`src/rtl/fetch_unit.sv`:
```
// Instruction-fetch stage: owns the PC, issues one request at a time to
// instruction memory and fills the IF/ID register through a one-entry hold buffer.
module fetch_unit #(
    parameter logic [31:0] RESET_PC = 32'h0000_0000
) (
    input  logic        clk,
    input  logic        rst_n,
    input  logic        stall,
    input  logic        br_taken,
    input  logic [31:0] br_pc,
    input  logic [31:0] br_offset,
    input  logic        jump,
    input  logic [31:0] j_addr_extend,
    output logic        imem_req,
    output logic [31:0] imem_addr,
    input  logic        imem_ready,
    input  logic        imem_rvalid,
    input  logic [31:0] imem_rdata,
    output logic        ifid_valid,
    output logic [31:0] ifid_instr,
    output logic [31:0] ifid_pc,
    output logic [31:0] ifid_pc4,
    output logic        flush_id,
    output logic        misalign
);

    typedef enum logic [1:0] {
        ST_REQ,
        ST_WAIT,
        ST_DROP
    } state_t;

    state_t      state_reg, state_next;
    logic [31:0] pc_reg, pc_next;
    logic        req_reg, req_next;
    logic        hold_valid_reg, hold_valid_next;
    logic [31:0] hold_instr_reg, hold_instr_next;
    logic [31:0] hold_pc_reg, hold_pc_next;
    logic        ifid_valid_reg, ifid_valid_next;
    logic [31:0] ifid_instr_reg, ifid_instr_next;
    logic [31:0] ifid_pc_reg, ifid_pc_next;
    logic [31:0] ifid_pc4_reg, ifid_pc4_next;
    logic        flush_reg, flush_next;
    logic        misalign_reg, misalign_next;

    logic        redirect;
    logic        accept;
    logic        outstanding;
    logic        loaded;
    logic [31:0] branch_target;
    logic [31:0] jump_target;
    logic [31:0] raw_target;

    always_comb begin
        redirect      = br_taken | jump;
        accept        = req_reg & imem_ready;
        branch_target = br_pc + 32'd4 + (br_offset << 2);
        jump_target   = j_addr_extend << 2;
        raw_target    = jump ? jump_target : branch_target;

        state_next      = state_reg;
        pc_next         = pc_reg;
        hold_valid_next = hold_valid_reg;
        hold_instr_next = hold_instr_reg;
        hold_pc_next    = hold_pc_reg;
        ifid_valid_next = ifid_valid_reg;
        ifid_instr_next = ifid_instr_reg;
        ifid_pc_next    = ifid_pc_reg;
        ifid_pc4_next   = ifid_pc4_reg;
        flush_next      = 1'b0;
        misalign_next   = 1'b0;
        outstanding     = 1'b0;
        loaded          = 1'b0;

        if (redirect) begin
            // Redirect beats stall; a response arriving this very cycle is wrong-path.
            pc_next         = {raw_target[31:2], 2'b00};
            ifid_valid_next = 1'b0;
            hold_valid_next = 1'b0;
            flush_next      = 1'b1;
            misalign_next   = |raw_target[1:0];
            outstanding     = ((state_reg == ST_REQ) && accept) ||
                              ((state_reg != ST_REQ) && !imem_rvalid);
            state_next      = outstanding ? ST_DROP : ST_REQ;
        end else begin
            case (state_reg)
                ST_REQ: begin
                    if (accept) state_next = ST_WAIT;
                end
                ST_WAIT: begin
                    if (imem_rvalid) begin
                        state_next = ST_REQ;
                        pc_next    = pc_reg + 32'd4;
                        if (stall) begin
                            hold_valid_next = 1'b1;
                            hold_instr_next = imem_rdata;
                            hold_pc_next    = pc_reg;
                        end else begin
                            ifid_valid_next = 1'b1;
                            ifid_instr_next = imem_rdata;
                            ifid_pc_next    = pc_reg;
                            ifid_pc4_next   = pc_reg + 32'd4;
                            loaded          = 1'b1;
                        end
                    end
                end
                ST_DROP: begin
                    if (imem_rvalid) state_next = ST_REQ;
                end
                default: state_next = ST_REQ;
            endcase

            if (!stall && !loaded) begin
                if (hold_valid_reg) begin
                    ifid_valid_next = 1'b1;
                    ifid_instr_next = hold_instr_reg;
                    ifid_pc_next    = hold_pc_reg;
                    ifid_pc4_next   = hold_pc_reg + 32'd4;
                    hold_valid_next = 1'b0;
                end else begin
                    ifid_valid_next = 1'b0;
                end
            end
        end

        // Request line is a registered decode; a full hold buffer keeps it low.
        req_next = (state_next == ST_REQ) && !hold_valid_next;
    end

    always_ff @(posedge clk or negedge rst_n) begin
        if (!rst_n) begin
            state_reg      <= ST_REQ;
            pc_reg         <= RESET_PC;
            req_reg        <= 1'b0;
            hold_valid_reg <= 1'b0;
            hold_instr_reg <= 32'd0;
            hold_pc_reg    <= 32'd0;
            ifid_valid_reg <= 1'b0;
            ifid_instr_reg <= 32'd0;
            ifid_pc_reg    <= 32'd0;
            ifid_pc4_reg   <= 32'd0;
            flush_reg      <= 1'b0;
            misalign_reg   <= 1'b0;
        end else begin
            state_reg      <= state_next;
            pc_reg         <= pc_next;
            req_reg        <= req_next;
            hold_valid_reg <= hold_valid_next;
            hold_instr_reg <= hold_instr_next;
            hold_pc_reg    <= hold_pc_next;
            ifid_valid_reg <= ifid_valid_next;
            ifid_instr_reg <= ifid_instr_next;
            ifid_pc_reg    <= ifid_pc_next;
            ifid_pc4_reg   <= ifid_pc4_next;
            flush_reg      <= flush_next;
            misalign_reg   <= misalign_next;
        end
    end

    assign imem_req   = req_reg;
    assign imem_addr  = pc_reg;
    assign ifid_valid = ifid_valid_reg;
    assign ifid_instr = ifid_instr_reg;
    assign ifid_pc    = ifid_pc_reg;
    assign ifid_pc4   = ifid_pc4_reg;
    assign flush_id   = flush_reg;
    assign misalign   = misalign_reg;

endmodule

```
`config.mk`:
```
export PLATFORM = sky130hd
export DESIGN_NAME = fetch_unit
export DESIGN_NICKNAME = d
export VERILOG_FILES = /design/src/rtl/fetch_unit.sv
export SDC_FILE = /design/constraint.sdc
export NUM_CORES = 1
export LEC_CHECK = 0
export CAP_MARGIN = 0
export CORE_MARGIN = 4
export CORE_UTILIZATION = 50
export CTS_BUF_LIST = sky130_fd_sc_hd__clkbuf_4 sky130_fd_sc_hd__clkbuf_8
export DETAILED_ROUTE_END_ITERATION = 10
export PLACE_DENSITY = 0.8
export SYNTH_ARGS = -nofsm -noshare
export SYNTH_HDL_FRONTEND = slang
export SYNTH_SLANG_ARGS = --single-unit
```
`constraint.sdc`:
```
create_clock -name clk -period 3.7 [get_ports clk]
set_input_delay 0.37 -clock clk [delete_from_list [all_inputs] [get_ports clk]]
set_output_delay 0.37 -clock clk [all_outputs]
set_load 0.05 [all_outputs]
```
==> results of run 1 <==
## cell type report
cell class                      count  area, um^2  share of cell area
Antenna cell                        1        2.50            0.000172
Clock buffer                       23         304              0.0209
Clock inverter                      8        77.6             0.00533
Inverter                           16        60.1             0.00413
Multi-Input combinational cell    911        6030               0.414
Sequential cell                   195        4880               0.335
Tap cell                          280         350              0.0241
Timing Repair Buffer              289        2850               0.196
## metal layers
| layer | part of all wire | routed length [um] | vias up |
|---|---|---|---|
| li1 | - | - | 4792 |
| met1 | 0.43 | 14100 | 4857 |
| met2 | 0.46 | 15300 | 410 |
| met3 | 0.083 | 2720 | 45 |
| met4 | 0.022 | 707 | 0 |
| met5 | 0 | 0 | - |
## cell usage after synthesis, types with 4 or more instances
cell type / n
sky130_fd_sc_hd__a211oi_1: 6
sky130_fd_sc_hd__a21o_1: 16
sky130_fd_sc_hd__a21oi_1: 112
sky130_fd_sc_hd__a221oi_1: 4
sky130_fd_sc_hd__a22o_1: 5
sky130_fd_sc_hd__a22oi_1: 13
sky130_fd_sc_hd__a31oi_1: 23
sky130_fd_sc_hd__and2_1: 8
sky130_fd_sc_hd__and3_1: 14
sky130_fd_sc_hd__and4_1: 6
sky130_fd_sc_hd__buf_1: 8
sky130_fd_sc_hd__buf_2: 7
sky130_fd_sc_hd__clkbuf_1: 55
sky130_fd_sc_hd__dfrtp_1: 195
sky130_fd_sc_hd__ha_1: 62
sky130_fd_sc_hd__inv_1: 15
sky130_fd_sc_hd__mux2_2: 61
sky130_fd_sc_hd__nand2_1: 112
sky130_fd_sc_hd__nand3_1: 37
sky130_fd_sc_hd__nand4_1: 15
sky130_fd_sc_hd__nor2_1: 136
sky130_fd_sc_hd__nor3_1: 9
sky130_fd_sc_hd__o21ai_0: 36
sky130_fd_sc_hd__o21bai_1: 4
sky130_fd_sc_hd__o22a_1: 5
sky130_fd_sc_hd__o22ai_1: 75
sky130_fd_sc_hd__o31ai_1: 5
sky130_fd_sc_hd__xnor2_1: 55
sky130_fd_sc_hd__xor2_1: 39
## final timing paths
check / from / end / slack (ns)
hold reg to reg: ifid_pc4[25] / ifid_pc4[25] / 0.51
max in group asynchronous: rst_n / ifid_pc[8] / 2.87
setup reg to reg: imem_addr[4] / imem_addr[31] / 0.70
setup / recovery: br_pc[3] / imem_addr[31] / 0.41
min in group clk: j_addr_extend[6] / imem_addr[8] / 0.45
hold / removal: rst_n / ifid_instr[24] / 0.002
## through the flow
stage                     total power, mW  setup TNS (ns)
final                                8.40               0
after global routing                 8.82               0
after CTS                            8.44               0
after detailed placement             7.11         -0.0358
after global placement               7.02               0
after floorplan                      5.64               0
## worst max-delay path, cell delays in order
cell	delay (ns)
sky130_fd_sc_hd__clkdlybuf4s50_1	0.40
sky130_fd_sc_hd__ha_1	0.29
sky130_fd_sc_hd__ha_1	0.23
sky130_fd_sc_hd__fa_1	0.40
sky130_fd_sc_hd__a21o_1	0.19
sky130_fd_sc_hd__nand4_1	0.10
sky130_fd_sc_hd__nand3_1	0.12
sky130_fd_sc_hd__a311o_1	0.36
sky130_fd_sc_hd__a211oi_1	0.33
sky130_fd_sc_hd__buf_4	0.17
sky130_fd_sc_hd__o31a_1	0.15
sky130_fd_sc_hd__nor2_1	0.05
sky130_fd_sc_hd__or4_1	0.46
## power breakdown
part / switching (mW) / internal [mW]
logic: 2.49 / 1.45
registers: 0.460 / 2.68
clock network: 0.717 / 0.615
total: 3.66 / 4.74
## cell families after synthesis
family          after synthesis  synth area share
simple gates                358             0.143
fa+ha+maj                    63            0.0705
compound gates              331             0.181
other cells                   1          0.000332
flops                       195             0.432
xor+xnor                     94            0.0729
mux                          63            0.0626
buf+inv                      96            0.0376
==> flow_metrics.env, run 1 <==
export IMPL_flow_area_growth_from_synthesis_pct=28.9
export IMPL_setup_repair_after_global_routing_missed_its_margin="false"
export IMPL_postSynth_topFlopCell="sky130_fd_sc_hd__dfrtp_1"
export IMPL_first_global_vias=9794
export IMPL_powerDensity_nw_per_um2=577
export IMPL_final_common_cell="sky130_fd_sc_hd__clkdlybuf4s50_1"
export IMPL_grt_antenna_before_repair=1
export IMPL_cts_root_buf="sky130_fd_sc_hd__clkbuf_8"
export IMPL_slew_viol_final=0
export IMPL_post_route_min_period_ns=3.29
export IMPL_layout_common_cells="sky130_fd_sc_hd__clkdlybuf4s50_1, sky130_fd_sc_hd__dfrtp_1, sky130_fd_sc_hd__nor2_1"
export IMPL_first_pass_grt_wire_length_um=51600
export IMPL_insertion_delay_ns=0.46
export IMPL_placement_io_buffers=260
export IMPL_design_core_area_um2=22000
export IMPL_drive_above_1_share=0.0950
export IMPL_r2r_worst_path_cells=8
export IMPL_critPathCaptureType="flip-flop"
export IMPL_critPathArrivalTime_ns=3.63
export IMPL_tightestPinTransition_ns=0.847
export IMPL_path_max_fanout=2
export IMPL_pin_count_of_the_biggest_net_entering_global_routing=101
export IMPL_dp_final_hpwl_um=24500
export IMPL_synth_top_cells_by_area="sky130_fd_sc_hd__dfrtp_1, sky130_fd_sc_hd__ha_1, sky130_fd_sc_hd__mux2_2, sky130_fd_sc_hd__a21oi_1, sky130_fd_sc_hd__nor2_1"
export IMPL_final_setup_viol_count=0
export IMPL_grt_use_total=0.258
export IMPL_met1_usage=0.348
export IMPL_cts_tree="yes"
export IMPL_synth_sequential_area_ratio=0.432
export IMPL_detail_route_vias_per_cell=5.86
export IMPL_postLayoutCoreUtil=0.661
export IMPL_postRouteWirelength_um=32800
export IMPL_post_synth_inst_count=1201
export IMPL_io_pins=267
export IMPL_maxCapViolations=0
export IMPL_design_area_um2=14600
export IMPL_place_detailed_instances=1691
export IMPL_layout_cells_non_filler=1723
export IMPL_post_layout_worst_setup_margin_ns=0.406
export IMPL_wl_per_cell_um=19.1
export IMPL_firstDrtPassIters=5
export IMPL_critical_path_required_time_ns=4.04
export IMPL_place_congestion=0.909
export IMPL_drt_antenna_violating_nets=0
export IMPL_fp_dieH_um=158
export IMPL_postSynthRegisterBits=195
export IMPL_hold_path_class="in -> async"
export IMPL_min_period_over_period=0.890
export IMPL_static_leakage_power_nw=6.40
export IMPL_finClkSkew_ns=0.0193
export IMPL_synth_area_um2=11300
export IMPL_num_nets_final=1628
export IMPL_status="complete, no violations"
export IMPL_max_slew_margin_vs_limit=0.435
export IMPL_number_of_failing_hold_endpoints_at_the_final_stage=0
export IMPL_post_cts_hold_buffer_count=0
export IMPL_cts_reportedPaths_clkPinSlew_ns=0.09
export IMPL_timing_fmax_mhz=304
export IMPL_fin_worst_hold_slack_ns=0.00150
export IMPL_start_util=0.513
export IMPL_cts_resized_gates=0
export IMPL_start_kind="input pin"
export IMPL_yosysTopAreaCellShare=0.432
export IMPL_cts_sinks=195
export IMPL_layout_filler_cells=1798
export IMPL_m2_gr_usage=0.422
export IMPL_postSynth_asyncResetShare=1.00
export IMPL_synth_edf_count=0
export IMPL_synth_top_area_cell="sky130_fd_sc_hd__dfrtp_1"
export IMPL_die_width_um=158
export IMPL_cts_buffers=17
export IMPL_busiest_layer="met2"
export IMPL_detail_route_drc_violations=0
export IMPL_critPathKind="in -> reg"
export IMPL_use_met3=0.0557
export IMPL_overflow=0
export IMPL_placed_inst_area_um2=14200
export IMPL_route_vias_total=10104
export IMPL_htree_levels=4
export IMPL_mean_area_per_synthesized_cell_um2=9.40
export IMPL_ys_warn_count=0
export IMPL_rows=54
export IMPL_drtIter0Drc=661
export IMPL_worst_supply_voltage_drop_on_vdd_mv=0.329
export IMPL_post_cts_setup_buffer_count=0
export IMPL_cts_path_max_buffers=2
export IMPL_die_area_um2=25100
export IMPL_number_of_unique_standard_cell_types_used_by_synthesis=70
export IMPL_placement_setup_worst_slack_ns=-0.0358
Power figures use the tool's default switching activity.
==> run 2: changes to the inputs <==
CELL_PAD_IN_SITES_DETAIL_PLACEMENT = 0   (was not set)
CELL_PAD_IN_SITES_GLOBAL_PLACEMENT = 1   (was not set)
CORE_UTILIZATION = 39   (was 50)
PLACE_DENSITY = not set   (was 0.8)
PLACE_DENSITY_LB_ADDON = 0.1   (was not set)
==> run 2 against run 1 <==
The flow now finishes with violations (negative hold slack); clock power up 9.8%; sequential share of layout area down 0.54 points; sequential cell count unchanged; clock skew up 0.0048 ns; wire length up 6.2%; largest cell class unchanged; combinational power about the same; power up 1.6%; hold slack worse by 0.017 ns; via count down 2.5%; sequential power about the same; non-clock buffer count up 7.
==> flow_metrics.env, run 2 (synthesis results as in run 1) <==
export IMPL_fin_worst_hold_slack_ns=-0.0157
export IMPL_cts_path_max_buffers=2
export IMPL_failing_checks="negative hold slack"
export IMPL_worst_path_most_repeated_cell="sky130_fd_sc_hd__ha_1"
export IMPL_rr_endpoint="imem_addr[31]"
export IMPL_detail_route_drc_violations=0
export IMPL_first_pass_grt_wire_length_um=54100
export IMPL_detail_route_vias_per_cell=5.37
export IMPL_p_comb_frac=0.462
export IMPL_placed_inst_area_um2=14400
export IMPL_grt_use_total=0.215
export IMPL_critPathCaptureType="flip-flop"
export IMPL_design_area_um2=14800
export IMPL_path_max_fanout=2
export IMPL_rows=62
export IMPL_power_switching_fraction=0.440
export IMPL_postRouteWirelength_um=34900
export IMPL_status="finished with violations"
export IMPL_route_vias_total=9848
export IMPL_post_route_min_period_ns=3.21
export IMPL_power_clock_fraction=0.171
export IMPL_die_width_um=178
export IMPL_totalPowerFinal_mw=8.54
export IMPL_final_setup_viol_count=0
export IMPL_drtIter0Drc=598
export IMPL_start_util=0.395
export IMPL_wl_per_cell_um=19.0
export IMPL_final_common_cell="sky130_fd_sc_hd__clkdlybuf4s50_1"
export IMPL_cts_root_buf="sky130_fd_sc_hd__clkbuf_8"
export IMPL_num_nets_final=1635
export IMPL_number_of_failing_hold_endpoints_at_the_final_stage=3
export IMPL_internal_power_mw=4.78
export IMPL_setup_reg_to_reg_worst_slack_ns=0.59
export IMPL_place_congestion=0.959
export IMPL_static_leakage_power_nw=6.46
export IMPL_critPathKind="in -> reg"
export IMPL_hold_path_class="in -> async"
export IMPL_dp_final_hpwl_um=25800
export IMPL_post_cts_setup_buffer_count=0
export IMPL_grt_antenna_before_repair=0
export IMPL_cp_slowest_stage_delay_ns=0.47
export IMPL_cts_resized_gates=0
export IMPL_crit_family="compound AO/OA/AOI/OAI gates"
export IMPL_worst_supply_voltage_drop_on_vdd_mv=0.314
export IMPL_critPathSlowestCell="sky130_fd_sc_hd__or4_1"
export IMPL_fp_dieH_um=178
export IMPL_timing_setup_tns_ns=0
export IMPL_firstDrtPassIters=4
export IMPL_layout_filler_cells=2723
export IMPL_multi_input_gate_area_um2=6030
export IMPL_critical_path_required_time_ns=4.04
export IMPL_pin_count_of_the_biggest_net_entering_global_routing=104
export IMPL_finClkSkew_ns=0.0241
export IMPL_cts_reportedPaths_clkPinSlew_ns=0.11
export IMPL_start_kind="input pin"
export IMPL_max_slew_margin_vs_limit=0.436
export IMPL_switching_power_mw=3.76
export IMPL_timing_fmax_mhz=312
export IMPL_overflow=0
export IMPL_drive_above_1_share=0.100
export IMPL_sequential_cell_area_um2=4880
export IMPL_powerDensity_nw_per_um2=577
export IMPL_critical_path_reg2reg_startpoint="imem_addr[4]"
export IMPL_maxCapViolations=0
export IMPL_io_pins=267
export IMPL_tightestPinTransition_ns=0.846
export IMPL_first_global_vias=9638
export IMPL_drt_antenna_violating_nets=0
export IMPL_layout_common_cells="sky130_fd_sc_hd__clkdlybuf4s50_1, sky130_fd_sc_hd__dfrtp_1, sky130_fd_sc_hd__nor2_1"
export IMPL_placement_io_buffers=260
export IMPL_cts_tree="yes"
export IMPL_critPathArrivalTime_ns=3.55
export IMPL_insertion_delay_ns=0.47
export IMPL_r2r_worst_path_cells=8
export IMPL_die_area_um2=31700
export IMPL_cts_buffers=17
export IMPL_slew_viol_final=0
export IMPL_n_antenna_cell=0
export IMPL_critical_path_n_buffers_inverters=2
export IMPL_cts_sinks=195
export IMPL_crit_path_cell_trace="clkdlybuf4s50_1, ha_1, ha_1, fa_1, a21o_1, nand4_1, nand3_1, a311o_1, a211oi_1, buf_4, o31a_1, nor2_1, or4_1"
export IMPL_post_cts_hold_buffer_count=0
export IMPL_design_core_area_um2=28600
export IMPL_seq_power_share=0.366
export IMPL_min_period_over_period=0.867
export IMPL_setup_repair_after_global_routing_missed_its_margin="false"
export IMPL_htree_levels=4
export IMPL_flow_area_growth_from_synthesis_pct=31.0
[run 2: how the worst max path moves through the flow]
stage	start	endpoint	slack (ns)	depth (start not counted)
after floorplan	br_pc[3]	imem_addr[31]	0.52	11
after global placement	br_pc[3]	imem_addr[31]	0.06	13
after detailed placement	br_pc[3]	imem_addr[31]	0.01	13
after CTS	br_pc[3]	imem_addr[31]	0.53	13
after global routing	br_pc[3]	imem_addr[31]	0.36	13
final	br_pc[3]	imem_addr[31]	0.49	13
[run 2: area by class of cell]
cell class                      instances  share of cell area
Tap cell                              384              0.0325
Clock inverter                         14              0.0112
Inverter                               16             0.00406
Multi-Input combinational cell        911               0.408
Sequential cell                       195               0.330
Clock buffer                           18              0.0167
Timing Repair Buffer                  296               0.198
[run 2: metal layers]
metal | up-vias | share of wire | global-route usage
li1 | 4804 | - | -
met1 | 4744 | 0.47 | 0.307
met2 | 276 | 0.46 | 0.341
met3 | 24 | 0.061 | 0.0458
met4 | 0 | 0.012 | 0.0409
met5 | - | 0 | 0
[run 2: power groups by stage]
stage,Combinational [mW],Sequential (mW),Clock (mW)
after global placement,3.95,3.15,0
final,3.95,3.13,1.46
after global routing,4.20,3.21,1.60
after CTS,3.98,3.13,1.51
after floorplan,1.11,4.53,0
after detailed placement,3.97,3.17,0
[run 2: through the flow]
stage	util	worst slack, ns	instances	hold slack, ns
after detailed placement	0.502	0.0108	1802	0.480
after global routing	0.517	0.358	1834	0.0199
after global placement	0.502	0.0565	1802	0.468
after floorplan	-	0.523	1202	0.0744
after CTS	0.517	0.525	1834	0.00570
final	0.517	0.492	1834	-0.0157
